===== config.mk =====
export PLATFORM = sky130hd
export DESIGN_NAME = mem_port_arbiter
export DESIGN_NICKNAME = d
export VERILOG_FILES = /design/src/rtl/mem_port_arbiter.sv
export SDC_FILE = /design/constraint.sdc
export NUM_CORES = 1
export LEC_CHECK = 0
export CAP_MARGIN = 5
export CORE_AREA = 5 5 192 194
export CTS_CLUSTER_DIAMETER = 50
export DETAILED_ROUTE_END_ITERATION = 10
export DIE_AREA = 0 0 197 199
export RECOVER_POWER = 100
export SLEW_MARGIN = 10
export SYNTH_ARGS = -nofsm -noshare
export SYNTH_HDL_FRONTEND = slang
export SYNTH_SLANG_ARGS = --single-unit

===== constraint.sdc =====
create_clock -name clk -period 10.24 [get_ports clk]
set_input_delay 2.56 -clock clk [delete_from_list [all_inputs] [get_ports clk]]
set_output_delay 2.56 -clock clk [all_outputs]
set_load 0.03 [all_outputs]

===== src/rtl/mem_port_arbiter.sv =====
// mem_port_arbiter: shares the unified memory data port between fetch (IF) and load/store (DM); ARB_STARVE_GUARD_EN adds an IF starvation guard
module mem_port_arbiter #(
   parameter int STARVE_MAX = 4
) (
   input  logic        clk,
   input  logic        rst,
   input  logic        if_req_valid,
   input  logic [63:0] if_req_addr,
   output logic        if_req_ready,
   output logic        if_rsp_valid,
   output logic [31:0] if_rsp_data,
   input  logic        dm_req_valid,
   input  logic [63:0] dm_req_addr,
   input  logic [2:0]  dm_req_rd_ctrl,
   input  logic [2:0]  dm_req_wr_ctrl,
   input  logic [63:0] dm_req_wdata,
   output logic        dm_req_ready,
   output logic        dm_rsp_valid,
   output logic [63:0] dm_rsp_data,
   output logic [63:0] mem_addr,
   output logic [2:0]  mem_rd_ctrl,
   output logic [2:0]  mem_wr_ctrl,
   output logic [63:0] mem_din,
   input  logic [63:0] mem_dout
);
   localparam logic [1:0] IDLE   = 2'd0;
   localparam logic [1:0] ACCESS = 2'd1;
   localparam logic [1:0] RESP   = 2'd2;
   logic [1:0]  state_q, state_d;
   logic        is_if_q, is_if_d;
   logic [63:0] addr_q, addr_d;
   logic [2:0]  rd_q, rd_d;
   logic [2:0]  wr_q, wr_d;
   logic [63:0] wdata_q, wdata_d;
   logic        if_rsp_valid_q, dm_rsp_valid_q;
   logic [31:0] if_rsp_data_q;
   logic [63:0] dm_rsp_data_q;
   logic        free, pick_if, if_acc, dm_acc, acc, in_access, drive;
   logic [31:0] if_result;
   logic [63:0] dm_result;
   assign free      = !rst && (state_q != ACCESS);
   assign in_access = (state_q == ACCESS);
`ifdef ARB_STARVE_GUARD_EN
   logic [2:0] starve_q, starve_d;
   assign pick_if = !dm_req_valid || (if_req_valid && (starve_q == 3'(STARVE_MAX)));
   // count consecutive DM grants made while IF waits; any other grant clears it
   always_comb starve_d = !acc ? starve_q : (dm_acc && if_req_valid) ? starve_q + 3'd1 : 3'd0;
   // starve counter register
   always_ff @(posedge clk or posedge rst)
      if (rst) starve_q <= 3'd0;
      else     starve_q <= starve_d;
`else
   assign pick_if = !dm_req_valid;
`endif
   assign if_req_ready = free && pick_if;
   assign dm_req_ready = free && !pick_if;
   assign if_acc       = if_req_valid && if_req_ready;
   assign dm_acc       = dm_req_valid && dm_req_ready;
   assign acc          = if_acc || dm_acc;
   // next state and request capture; IF requests become a doubleword read
   always_comb begin
      state_d = in_access ? RESP : acc ? ACCESS : IDLE;
      is_if_d = acc ? if_acc : is_if_q;
      addr_d  = acc ? (if_acc ? if_req_addr : dm_req_addr) : addr_q;
      rd_d    = acc ? (if_acc ? 3'b101 : dm_req_rd_ctrl) : rd_q;
      wr_d    = acc ? (if_acc ? 3'b000 : dm_req_wr_ctrl) : wr_q;
      wdata_d = acc ? (if_acc ? 64'd0 : dm_req_wdata) : wdata_q;
   end
   // state and request registers; reset drops any in-flight access
   always_ff @(posedge clk or posedge rst)
      if (rst) begin
         state_q <= IDLE;
         is_if_q <= 1'b0;
         addr_q  <= 64'd0;
         rd_q    <= 3'd0;
         wr_q    <= 3'd0;
         wdata_q <= 64'd0;
      end else begin
         state_q <= state_d;
         is_if_q <= is_if_d;
         addr_q  <= addr_d;
         rd_q    <= rd_d;
         wr_q    <= wr_d;
         wdata_q <= wdata_d;
      end
   // memory port is driven only during ACCESS, and never for a DM no-op
   assign drive       = in_access && (is_if_q || (rd_q != 3'd0) || (wr_q != 3'd0));
   assign mem_addr    = drive ? (is_if_q ? {addr_q[63:3], 3'b000} : addr_q) : 64'd0;
   assign mem_rd_ctrl = drive ? rd_q : 3'd0;
   assign mem_wr_ctrl = drive ? wr_q : 3'd0;
   assign mem_din     = drive ? wdata_q : 64'd0;
   assign if_result   = (addr_q[1:0] != 2'd0) ? 32'd0 : addr_q[2] ? mem_dout[63:32] : mem_dout[31:0];
   assign dm_result   = ((rd_q != 3'd0) && (wr_q == 3'd0)) ? mem_dout : 64'd0;
   // capture the result at the edge ending ACCESS; data holds until the next response
   always_ff @(posedge clk or posedge rst)
      if (rst) begin
         if_rsp_valid_q <= 1'b0;
         dm_rsp_valid_q <= 1'b0;
         if_rsp_data_q  <= 32'd0;
         dm_rsp_data_q  <= 64'd0;
      end else begin
         if_rsp_valid_q <= in_access && is_if_q;
         dm_rsp_valid_q <= in_access && !is_if_q;
         if (in_access && is_if_q) if_rsp_data_q <= if_result;
         if (in_access && !is_if_q) dm_rsp_data_q <= dm_result;
      end
   assign if_rsp_valid = if_rsp_valid_q;
   assign dm_rsp_valid = dm_rsp_valid_q;
   assign if_rsp_data  = if_rsp_data_q;
   assign dm_rsp_data  = dm_rsp_data_q;
endmodule


======== Word level (Yosys, flattened, before mapping) ========
Cells that the tools add are included.
operators by class
  bitwise logic cells ..................... 0
  magnitude comparators ................... 0
  multiplexer cells ....................... 14
  $mul .................................... 0
  add/sub/neg operators ................... 0
  eq/ne operators ......................... 2
  shifts and indexed selects .............. 0
  divide/modulo/power cells ............... 0
  reduce and logical (&&, ||, !) cells .... 19
operators by type and width
  operator                                                          count
  64-bit 2-to-1 mux                                                 5
  32-bit 2-to-1 mux                                                 2
  3-bit 2-to-1 mux                                                  5
  1-bit logical AND                                                 9
  3-bit nonzero test                                                2
  1-bit zero test                                                   3
  3-bit zero test                                                   1
  1-bit logical OR                                                  3
  2-bit by 1-bit == test with 1-bit output (second input constant)  1
  2-bit 2-to-1 mux                                                  1
  2-bit by 1-bit != test with 1-bit output (second input constant)  1
  2-bit nonzero test                                                1
  1-bit 2-to-1 mux                                                  1
word-level totals
  logic and storage cells ................. 45
  register bits ........................... 235
  memory bits (read-only) ................. 0
  output and inout port bits .............. 234
  memories ................................ 0
  latch bits .............................. 0
  bits in writable memories ............... 0

======== Depth between registers and ports, before layout ========
  depth in word-level cells ............... 7
  gate-level depth with buffers ........... 8

======== Worst setup path before layout ========
No wires, ideal clock.
  path kind ............................... input -> register
  from .................................... in rst
  to ...................................... reg addr_q[38]
  setup slack ............................. 1400 ps
  setup time .............................. 126 ps
  path buffers ............................ 2
  required time ........................... 10114 ps
  arrival ................................. 8714 ps
  cell stages on the path ................. 5
  path through ............................ inv_1 > o211ai_1 > buf_2 > buf_1 > a221o_1
between the ends
  cells in the longest elaborated chain, start to end .. 5
  elaborated cells between the ends (all ways) .. 8
  classes of those cells .................. mux: 1; reduce/logical: 7
RTL lines
  item                                                          RTL line  RTL
  from (decl)                                                   6         input logic rst,
  1-bit zero test (no line) *                                   -
  1-bit logical AND *                                           41        assign free = !rst && (state_q != ACCESS);
  1-bit logical AND (on tied branches)                          55, 56
  1-bit logical AND (on tied branches)                          57, 58
  64-bit 2-to-1 mux / 1-bit logical OR (equally long branches)  64, 59
  to (signal assigned)                                          81        addr_q <= addr_d;
  to (decl)                                                     31        logic [63:0] addr_q, addr_d;
Every way passes the cells marked *; elsewhere a longest branch is shown, timed or not.
A chain may end at the register's enable or synchronous reset.

======== Worst setup path after layout ========
  from .................................... in rst
  to ...................................... reg addr_q[3]
Same word-level chain as after synthesis.

==> results.yml <==
status:
  outcome: "complete, but fails checks"
  failed_checks: "capacitance limit, slew limit"
placement:
  place.port_buffers: 499
  rd_place_congestion: 0.837
  place_inst: 1929
  place.detailed.hpwl_um: 28700
  preCtsSetupSlack_ns: 2.93
  detailed_place.area_mm2: 0.0160
logic_synthesis:
  synth-compound-area-share_pct: 19.6
  yosys-top-cells-area: "sky130_fd_sc_hd__dfrtp_1, sky130_fd_sc_hd__and2_1, sky130_fd_sc_hd__a221o_1"
  synth.lib_cells_used.distinct: 29
  asyncSetResetFlopFracSynth_pct: 100
  synth_top_family_by_area: "compound AO/OA/AOI/OAI gates"
  yosysTopAreaCellShare_pct: 54.8
  synthDominantAreaCellType: "sky130_fd_sc_hd__dfrtp_1"
  synth_area_per_cell_um2: 10.2
  synth.yosys.warnings: 0
  synthesis.instances: 1055
  ys_seq_elements: 235
  synthAdderAreaFrac_pct: 0
  yosys.area_share.xor_xnor_pct: 0
  postSynthNetCount: 1321
  syn-cell-area_mm2: 0.0107
  seq_area_frac_synth_pct: 54.8
  synth_edf_count: 0
  synth_simple_gate_area_share_pct: 18.1
  synthMuxAreaShare_pct: 2.99
  synth_flop_cell: "sky130_fd_sc_hd__dfrtp_1"
cells_and_area:
  post_layout_nonfiller_instances: 1992
  postLayoutCoreUtil_pct: 48.8
  layout-drive-gt1-share_pct: 4.38
  layout.filler_cells: 3288
  finalInstanceArea_mm2: 0.0171
  nNetsFinal: 1771
  syn2layout_area_growth_pct: 59.6
floorplan:
  die_height_um: 199
  core_area_mm2: 0.0351
  die_area_mm2: 0.0392
  die-width_um: 197
  core.rowCount: 69
  start_util_pct: 30.6
  ioPinCount: 500
drt:
  avgViaCountPerCell: 4.98
  drt-initial-drc-count: 542
  drt_pass1_iterations: 5
  remaining_design_rule_violation_count: 0
  detail-route-antenna-nets: 0
  drt-wirelength-per-cell_um: 21.2
  totalWireLength_um: 42300
  vias: 9919
clock_tree:
  tritoncts_num_sinks: 235
  path_clk_slew_ns: 0.06
  ctsResizeCount: 0
  post-cts-setup-buffers: 0
  clkLatencyLatePin_ns: 0.50
  hold_buf_cts: 0
  clock_tree_from_tritoncts: "done"
  cts_inserted_buffers: 35
  ctsLongestPathBuffers: 3
  cts-htree-levels: 2
  clock-root-buffer: "sky130_fd_sc_hd__clkbuf_16"
timing:
  timing.setup.tns_ns: 0
  worst-slew-pin-transition_ns: 3.97
  final.hold.worst_slack_ns: 0.471
  final_period_minus_worst_setup_slack_ns: 8.15
  slew-limit-headroom_pct: -165
  report.final.slew_viol_count: 757
  fin_worst_skew_ns: 0.0171
  finalSetupViolations: 0
  hold_viol: 0
  rsz_0062_raised_after_global_routing: "no"
  setup_slack_ns: 2.09
  max_freq_ghz: 0.123
  finalCritPeriodShare_pct: 79.6
setup_path:
  cell_by_cell_listing_of_the_critical_path: "dlygate4sd3_1 > nor2_1 > and3_1 > clkbuf_1 > a221o_1"
  crit_type: "in -> reg"
  critPathMaxFanout: 76
  endpoint_kind: "register"
  worstSetupStartpoint: "rst"
  cp_data_arrival_time_ns: 8.57
  r2r_startpoint: "state_q[0]$_DFF_PP0_"
  cp-start-kind: "primary input"
  worst_path_dominant_cell_family: "buffers and inverters"
  max_stage_delay_ns: 2.71
  worst-path-buf-inv: 2
  critPathRequiredTime_ns: 10.66
  cp_slowest_cell: "sky130_fd_sc_hd__clkbuf_1"
power:
  combinational_share_of_power_pct: 31.8
  internal-power_mw: 2.34
  share_clk_of_total_power_pct: 33.3
  p_switching_mw: 1.25
  power.static_leakage_nw: 7.83
  power_density_mw_per_mm2: 210
  switching_share_pct: 34.8
  design_power_total_mw: 3.59
  peak_supply_drop_mv: 0.115
  pwr-share-seq_pct: 34.9
grt:
  number_of_global_route_vias_before_repair: 10400
  antenna_found_initial: 3
  largest_net_degree_at_the_start_of_global_routing: 118
  grtUsageTotal_pct: 20.4
  grt_pass1_wl_um: 63300
  globalRouteOverflowTotal: 0
worst_hold_path:
  hold_path_startpoint: "dm_rsp_data[5]$_DFFE_PP0P_"
  hold_path_class: "reg -> reg"
job:
  cap_violations: 13
-- cells in the final DEF, fill, tap and decap left out, types with 2 or more instances in the layout --
cell type and count:
sky130_fd_sc_hd__inv_8 2, sky130_fd_sc_hd__clkdlybuf4s50_1 273, sky130_fd_sc_hd__clkinvlp_4 2, sky130_fd_sc_hd__bufinv_16 2
sky130_fd_sc_hd__a221o_1 64, sky130_fd_sc_hd__dfrtp_1 234, sky130_fd_sc_hd__o21ai_0 165, sky130_fd_sc_hd__nor3_1 3
sky130_fd_sc_hd__clkinv_4 4, sky130_fd_sc_hd__nor2_1 2, sky130_fd_sc_hd__inv_1 5, sky130_fd_sc_hd__clkbuf_1 19
sky130_fd_sc_hd__and3_1 65, sky130_fd_sc_hd__inv_6 3, sky130_fd_sc_hd__o2bb2ai_1 68, sky130_fd_sc_hd__o21ai_1 2
sky130_fd_sc_hd__buf_4 5, sky130_fd_sc_hd__clkbuf_16 37, sky130_fd_sc_hd__mux2i_1 32, sky130_fd_sc_hd__and2_1 127
sky130_fd_sc_hd__nand2b_2 3, sky130_fd_sc_hd__dlygate4sd3_1 226, sky130_fd_sc_hd__clkinv_2 2, sky130_fd_sc_hd__nand2_1 160
sky130_fd_sc_hd__and2_0 7, sky130_fd_sc_hd__nand3_1 5, sky130_fd_sc_hd__clkbuf_8 4, sky130_fd_sc_hd__diode_2 2
-- Yosys cell counts, drive strengths merged (2+ instances only) --
cell type	count
dfrtp	235
o21ai	167
nand2	160
and2	134
clkbuf	72
o2bb2ai	68
and3	65
a221o	64
buf	32
mux2i	32
inv	6
nand3	5
nand2b	3
nor3	3
nor2	2
-- cells by family after synthesis --
family / after synthesis
AO/OA/AOI/OAI: 302
buffers and inverters: 110
flip-flops: 235
multiplexers: 32
AND/OR/NAND/NOR: 376
-- state kept, by name (all words and copies together), names as in the netlist --
name and count:
addr_q 64, is_if_q 1, wdata_q 64, if_rsp_data 32, rd_q 3, wr_q 3
if_rsp_valid 1, dm_rsp_data 64, dm_rsp_valid 1, state_q 2
-- cell type report --
type	count	area, µm²	share of cell area, %
clock inverter	14	158	0.921
antenna	2	5.00	0.0293
timing repair buffer	517	5080	29.7
inverter	6	30.0	0.176
tap	461	577	3.37
clock buffer	47	1000	5.86
multi-input combinational	710	4370	25.6
sequential	235	5880	34.4
-- path summary, 6_finish.rpt --
kind | to | slack, ns | cells past startpoint
setup / recovery | addr_q[3]$_DFFE_PP0P_ | 2.09 | 5
hold / removal | dm_rsp_data[5]$_DFFE_PP0P_ | 0.47 | 2
setup reg to reg | addr_q[3]$_DFFE_PP0P_ | 2.39 | 5
hold reg to reg | dm_rsp_data[5]$_DFFE_PP0P_ | 0.47 | 2
max in group asynchronous | rd_q[2]$_DFFE_PP0P_ | 3.06 | 3
min in group asynchronous | addr_q[16]$_DFFE_PP0P_ | 2.81 | 2
-- layer usage --
layer | wire length (µm) | part of all wire, % | vias to the layer above | global-route usage, %
li1 | - | - | 4641 | -
met1 | 17300 | 41 | 4806 | 26.0
met2 | 20300 | 48 | 397 | 33.7
met3 | 3520 | 8.3 | 73 | 6.20
met4 | 1150 | 2.7 | 2 | 6.11
met5 | 13 | 0.031 | - | 0
-- worst reg2reg max path: stages, from the launching register on --
cell and delay (ns):
sky130_fd_sc_hd__dfrtp_1 0.39, sky130_fd_sc_hd__nand2b_2 0.10, sky130_fd_sc_hd__clkbuf_1 2.01, sky130_fd_sc_hd__and3_1 2.02, sky130_fd_sc_hd__clkbuf_1 2.73, sky130_fd_sc_hd__a221o_1 0.52
-- power groups by stage --
| stage | Sequential, mW | Combinational (mW) | Clock, mW |
|---|---|---|---|
| global placement | 1.27 | 1.22 | 0 |
| finish | 1.25 | 1.14 | 1.20 |
| floorplan | 1.51 | 0.408 | 0 |
| detailed placement | 1.27 | 1.23 | 0 |
| CTS | 1.26 | 1.23 | 1.23 |
| global route | 1.28 | 1.22 | 1.27 |
Power figures use the tool's default switching activity.
==> RTL edit 1: new RTL, same flow settings <==
Take the reset off `addr_q` and load it in a clocked block of its own.
--- a/src/rtl/mem_port_arbiter.sv
+++ b/src/rtl/mem_port_arbiter.sv
@@ -73,3 +73,2 @@
          is_if_q <= 1'b0;
-         addr_q  <= 64'd0;
          rd_q    <= 3'd0;
@@ -80,3 +79,2 @@
          is_if_q <= is_if_d;
-         addr_q  <= addr_d;
          rd_q    <= rd_d;
@@ -85,2 +83,6 @@
       end
+
+   always_ff @(posedge clk) begin
+      addr_q <= addr_d;
+   end
    // memory port is driven only during ACCESS, and never for a DM no-op
Function: same outputs for any inputs over 10 cycles, from zero or initial values and one cycle with rst high; that may be too few to reach the edited logic, so the function may still have changed.
==> RTL edit 1 against the unedited design <==
The run still ends with capacitance limit, slew limit left; fmax up 9.4%; area after synthesis shrank 0.47%; non-clock buffer count decreased by 5; power is 5.3% lower; via count decreased by 7.8%; sequential cell count did not move; utilization about the same; design area barely moved; routed wire length fell by 8.0%; worst setup slack improved by 0.70 ns; combinational power is 13% lower; critical path type unchanged.
==> RTL edit 1: results (changes against the unedited design) <==
Outcome
  – Run status: finished, violations left
  – Failing checks: capacitance limit, slew limit

STA
  – Fin. max-slew vios: 631 (-17%)
  – Clk_skew: 0.0144 ns (-0.00273 ns)
  – Slew @ Worst Pin: 3.82 ns (-0.150 ns)

Placement
  – Detail Placement HPWL: 27.7 mm (-3.4%)
  – Gpl congestion: 0.814 (-2.7%)
  – Placed cell areas: 0.0160 mm² (about the same)
  – Setup slack at placement: 3.45 ns (+0.515 ns)

Synthesis
  – Post-synthesis sequential area ratio: 0.581 (+0.0326)
  – Post-synth EDFFs: 64 (+64)
  – Synth Net Count: 1235 (-6.5%)
  – Post-synth cell types: 31 (+6.9%)
  – Area contributors post-synth: dfrtp_1, edfxtp_1, and2_1
  – Synth warn: 0 (unchanged)
  – Post-Syn Area per Cell: 11.0 µm² (+8.4%)
  – Post-synth top cells: dfrtp_1, nand2_1, and2_1
  – Ys async rst share: 0.728 (-0.272)

Critical path
  – Slowest stage delay, CP: 2.22 ns (-0.49 ns)
  – Critical Path Slowest Stage Cell: nand3_1
  – Critical path data arrival time: 7.53 ns (-1.04 ns)
  – Max Fanout on Critical Path: 69 (-9.2%)

Finish
  – Multi-input logic area: 0.00408 mm² (-6.8%)
  – Fin cells: 1923 (-3.5%)
  – Total Nets Final: 1702 (-3.9%)
  – Filler instances: 3268 (-0.61%)
  – Share of layout cells above drive strength 1: 0.0815 (+0.0376)

GRT
  – Number of global-route vias before repair: 9460 (-9.3%)
  – Gr usage total: 0.190 (-0.0144)
  – Met2 usage: 0.314 (-0.0222)
  – Largest net degree at the start of global routing: 126 (+6.8%)
  – Antenna violations before repair: 5 (+2)
  – GR met1 Demand/Resource: 0.231 (-0.0284)
  – Met3 Usage GRT: 0.0620 (unchanged)
  – Global-route wire length before repair: 57.7 mm (-8.9%)

Flow run
  – Max-Cap Viols: 10 (-3)

Pwr
  – Leak Pwr: 7.37 nW (-5.8%)
  – VDD IR max: 104 µV (-9.8%)
  – Internal cell power: 2.29 mW (-2.2%)

Route
  – Via Count: 9146 (-7.8%)
  – DRT Pass-1 Iters: 6 (+1)
  – Routed Wire Length: 38.9 mm (-8.0%)
  – Initial drt markers: 515 (-5.0%)

Clocking
  – Post-cts sizing count: 0 (unchanged)
  – Num CTS Buffers: 35 (unchanged)
  – CTS clk-pin slew, worst paths: 0.05 ns
  – Clock Latency Late Sink: 0.49 ns
==> RTL edit 1: cell type report <==
| class | instances | share of cell area |
|---|---|---|
| inverter | 5 | 0.00117 |
| multi-input combinational | 647 | 0.238 |
| clock buffer | 50 | 0.0605 |
| antenna | 1 | 0.000146 |
| timing repair buffer | 512 | 0.296 |
| tap | 461 | 0.0337 |
| clock inverter | 12 | 0.00753 |
| sequential | 235 | 0.363 |
==> RTL edit 1: routing by layer <==
| layer | part of all wire | vias to the layer above |
|---|---|---|
| met5 | 0.0013 | - |
| met4 | 0.036 | 8 |
| met3 | 0.086 | 78 |
| met2 | 0.49 | 375 |
| met1 | 0.39 | 4388 |
| li1 | - | 4297 |
==> RTL edit 1: logic make-up (layout without fill, tap and decap cells) <==
logic type / Yosys count / after routing / share of synthesized area
DFF: 235 / 235 / 0.581
buffers and inverters: 87 / 579 / 0.0381
other: 0 / 1 / 0
muxes: 96 / 96 / 0.0975
and+or+nand+nor: 312 / 312 / 0.147
AOI/OAI and AO/OA: 239 / 239 / 0.137
==> RTL edit 1: critical path: cells and delay by family <==
| kind | cells | cell delay [ns] |
|---|---|---|
| AO/OA/AOI/OAI | 1 | 0.53 |
| buffers and inverters | 2 | 1.89 |
| AND/OR/NAND/NOR | 2 | 2.45 |
==> RTL edit 1: path summary, 6_finish.rpt <==
kind,startpoint,to,slack [ns],depth (start not counted)
max,rst,addr_q[18],2.79,5
min,if_rsp_data[2],if_rsp_data[2],0.47,2
max reg2reg,state_q[1],is_if_q,4.72,6
min reg2reg,if_rsp_data[2],if_rsp_data[2],0.47,2
max in group asynchronous,rst,if_rsp_data[19],2.83,3
min in group asynchronous,rst,wdata_q[1],3.09,2
==> RTL edit 1: power groups by stage <==
stage,sequential (mW),combinational (mW),clock (mW)
after floorplan,1.46,0.343,0
after global placement,1.24,1.07,0
after detailed placement,1.25,1.08,0
after CTS,1.23,1.08,1.22
after global routing,1.25,1.07,1.26
final,1.23,0.997,1.18
==> RTL edit 2: new RTL, config.mk and constraints unchanged <==
Without the edit above. Add a define of `ARB_STARVE_GUARD_EN`.
--- a/src/rtl/mem_port_arbiter.sv
+++ b/src/rtl/mem_port_arbiter.sv
@@ -1,2 +1,4 @@
 // mem_port_arbiter: shares the unified memory data port between fetch (IF) and load/store (DM); ARB_STARVE_GUARD_EN adds an IF starvation guard
+`define ARB_STARVE_GUARD_EN
+
 module mem_port_arbiter #(
Behaviour: not the same (a bounded check fails within 10 cycles, from zero or initial values and one cycle with rst high).
==> RTL edit 2 against the unedited design <==
The run still ends with capacitance limit, slew limit left; final cell count grew 0.55%; sequential share of layout area shrank 0.058 points; design area up 1.4%; area after synthesis is 2.1% higher; utilization increased by 0.71 points; register-to-register slack worse by 0.18 ns; power hardly changed; clock skew up 0.0018 ns; clock power is 4% higher; worst setup slack worse by 0.061 ns; sequential cell count is 3 higher; count of clock-buffer cells in the layout did not move; routed wire length grew 2.1%; critical endpoint is now mem_addr[35]; largest cell class unchanged.
==> RTL edit 2: results (changes against the unedited design) <==
Placement
  – Setup slack at placement: 3.18 ns (+0.245 ns)
  – DP Cell Count: 1937 (+0.41%)
  – Detail Placement HPWL: 29.7 mm (+3.5%)
  – Placed cell areas: 0.0162 mm² (+1.2%)

Synthesis
  – Compound-Gate Fraction of Synth Area: 0.217 (+0.0203)
  – Post-synth cell types: 37 (+28%)
  – Post-synth top cells: dfrtp_1, nand2_1, and2_1
  – Adder-cell share of the synthesized area: 0.00229 (+0.00229)
  – Synth Net Count: 1323 (+0.15%)
  – Area contributors post-synth: dfrtp_1, and2_1, o221a_2
  – Post-synthesis sequential area ratio: 0.544 (-0.00442)
  – Mux cell area share after synthesis: 0.0293 (-0.000615)

STA
  – Slew @ Worst Pin: 4.43 ns (+0.462 ns)
  – Clk_skew: 0.0189 ns (+0.00183 ns)
  – Worst hold slack: 0.469 ns (-0.00134 ns)
  – Fin. max-slew vios: 569 (-25%)

Critical path
  – Critical path data arrival time: 5.65 ns (-2.92 ns)
  – Critical Path Slowest Stage Cell: a31oi_1
  – Worst setup path startpoint: state_q[1]
  – Slowest stage delay, CP: 2.02 ns (-0.69 ns)
  – Crit path capture: mem_addr[35]
  – Max Fanout on Critical Path: 85 (+12%)
  – Reg-to-Reg End: rd_q[2]

GRT
  – Number of global-route vias before repair: 10500 (+0.61%)
  – Gr usage total: 0.210 (+0.00614)
  – Largest net degree at the start of global routing: 86 (-27%)
  – Global-route wire length before repair: 65.0 mm (+2.6%)
  – Antenna violations before repair: 4 (+1)

Route
  – DRT Pass-1 Iters: 4 (-1)
  – Initial drt markers: 496 (-8.5%)
  – Drt wl/cell: 21.5 µm (+1.5%)
  – Via-to-Cell Ratio: 4.98 (about the same)

Pwr
  – Leak Pwr: 8.16 nW (+4.2%)
  – Sw Share: 0.334 (-0.0138)

Flow run
  – Max-Cap Viols: 10 (-3)

Hold path
  – Hold wc startpoint: dm_rsp_data[0]
  – Min-Delay Endpoint: dm_rsp_data[0]

Finish
  – Total Nets Final: 1781 (+0.56%)
  – Share of layout cells above drive strength 1: 0.0878 (+0.0440)
  – Filler instances: 3320 (+0.97%)

Outcome
  – Failing checks: capacitance limit, slew limit
  – Run status: finished, violations left
[RTL edit 2: changes by cell type in the layout (fill, tap and decap cells not counted), moves of 4 or more]
cell             delta
a221o_1            -64
a22o_1             +68
and3_1             -65
clkdlybuf4s50_1    -30
dlygate4sd3_1      +29
inv_1              +63
nand3_1             -4
o21ai_0            -71
o221a_2            +64
o2bb2ai_1          -67
o31ai_1            +64
[RTL edit 2: layer usage]
metal	up-vias	GRT usage	wire length, µm
met5	-	0	13
li1	4605	-	-
met2	424	0.347	20600
met3	66	0.0700	4130
met1	4875	0.265	17300
met4	2	0.0578	1080
[RTL edit 2: layout make-up]
class                      instances  area [µm²]  share of cell area
sequential                       238        5960               0.343
timing repair buffer             516        5080               0.293
multi-input combinational        649        4250               0.245
clock buffer                      47         973              0.0561
tap                              461         577              0.0332
inverter                          73         277              0.0159
clock inverter                    15         226              0.0130
antenna                            4        10.0            0.000577
[RTL edit 2: power by group through the flow]
stage	clock (mW)	combinational (mW)	sequential (mW)
finish	1.25	1.11	1.24
CTS	1.28	1.19	1.24
floorplan	0	0.456	1.44
global route	1.31	1.19	1.26
global placement	0	1.17	1.25
detailed placement	0	1.18	1.26
[RTL edit 2: logic make-up after synthesis]
family	count (synthesis)
adder cells (fa/ha/maj)	2
flip-flops	238
multiplexers	32
AND/OR/NAND/NOR	312
AO/OA/AOI/OAI	303
buffers and inverters	168
[RTL edit 2: worst max-delay path, delay by kind of cell (launching register included)]
family | cells | cell delay (ns)
buffers and inverters | 2 | 2.16
AO/OA/AOI/OAI | 1 | 2.02
AND/OR/NAND/NOR | 2 | 0.53
flip-flops | 1 | 0.38
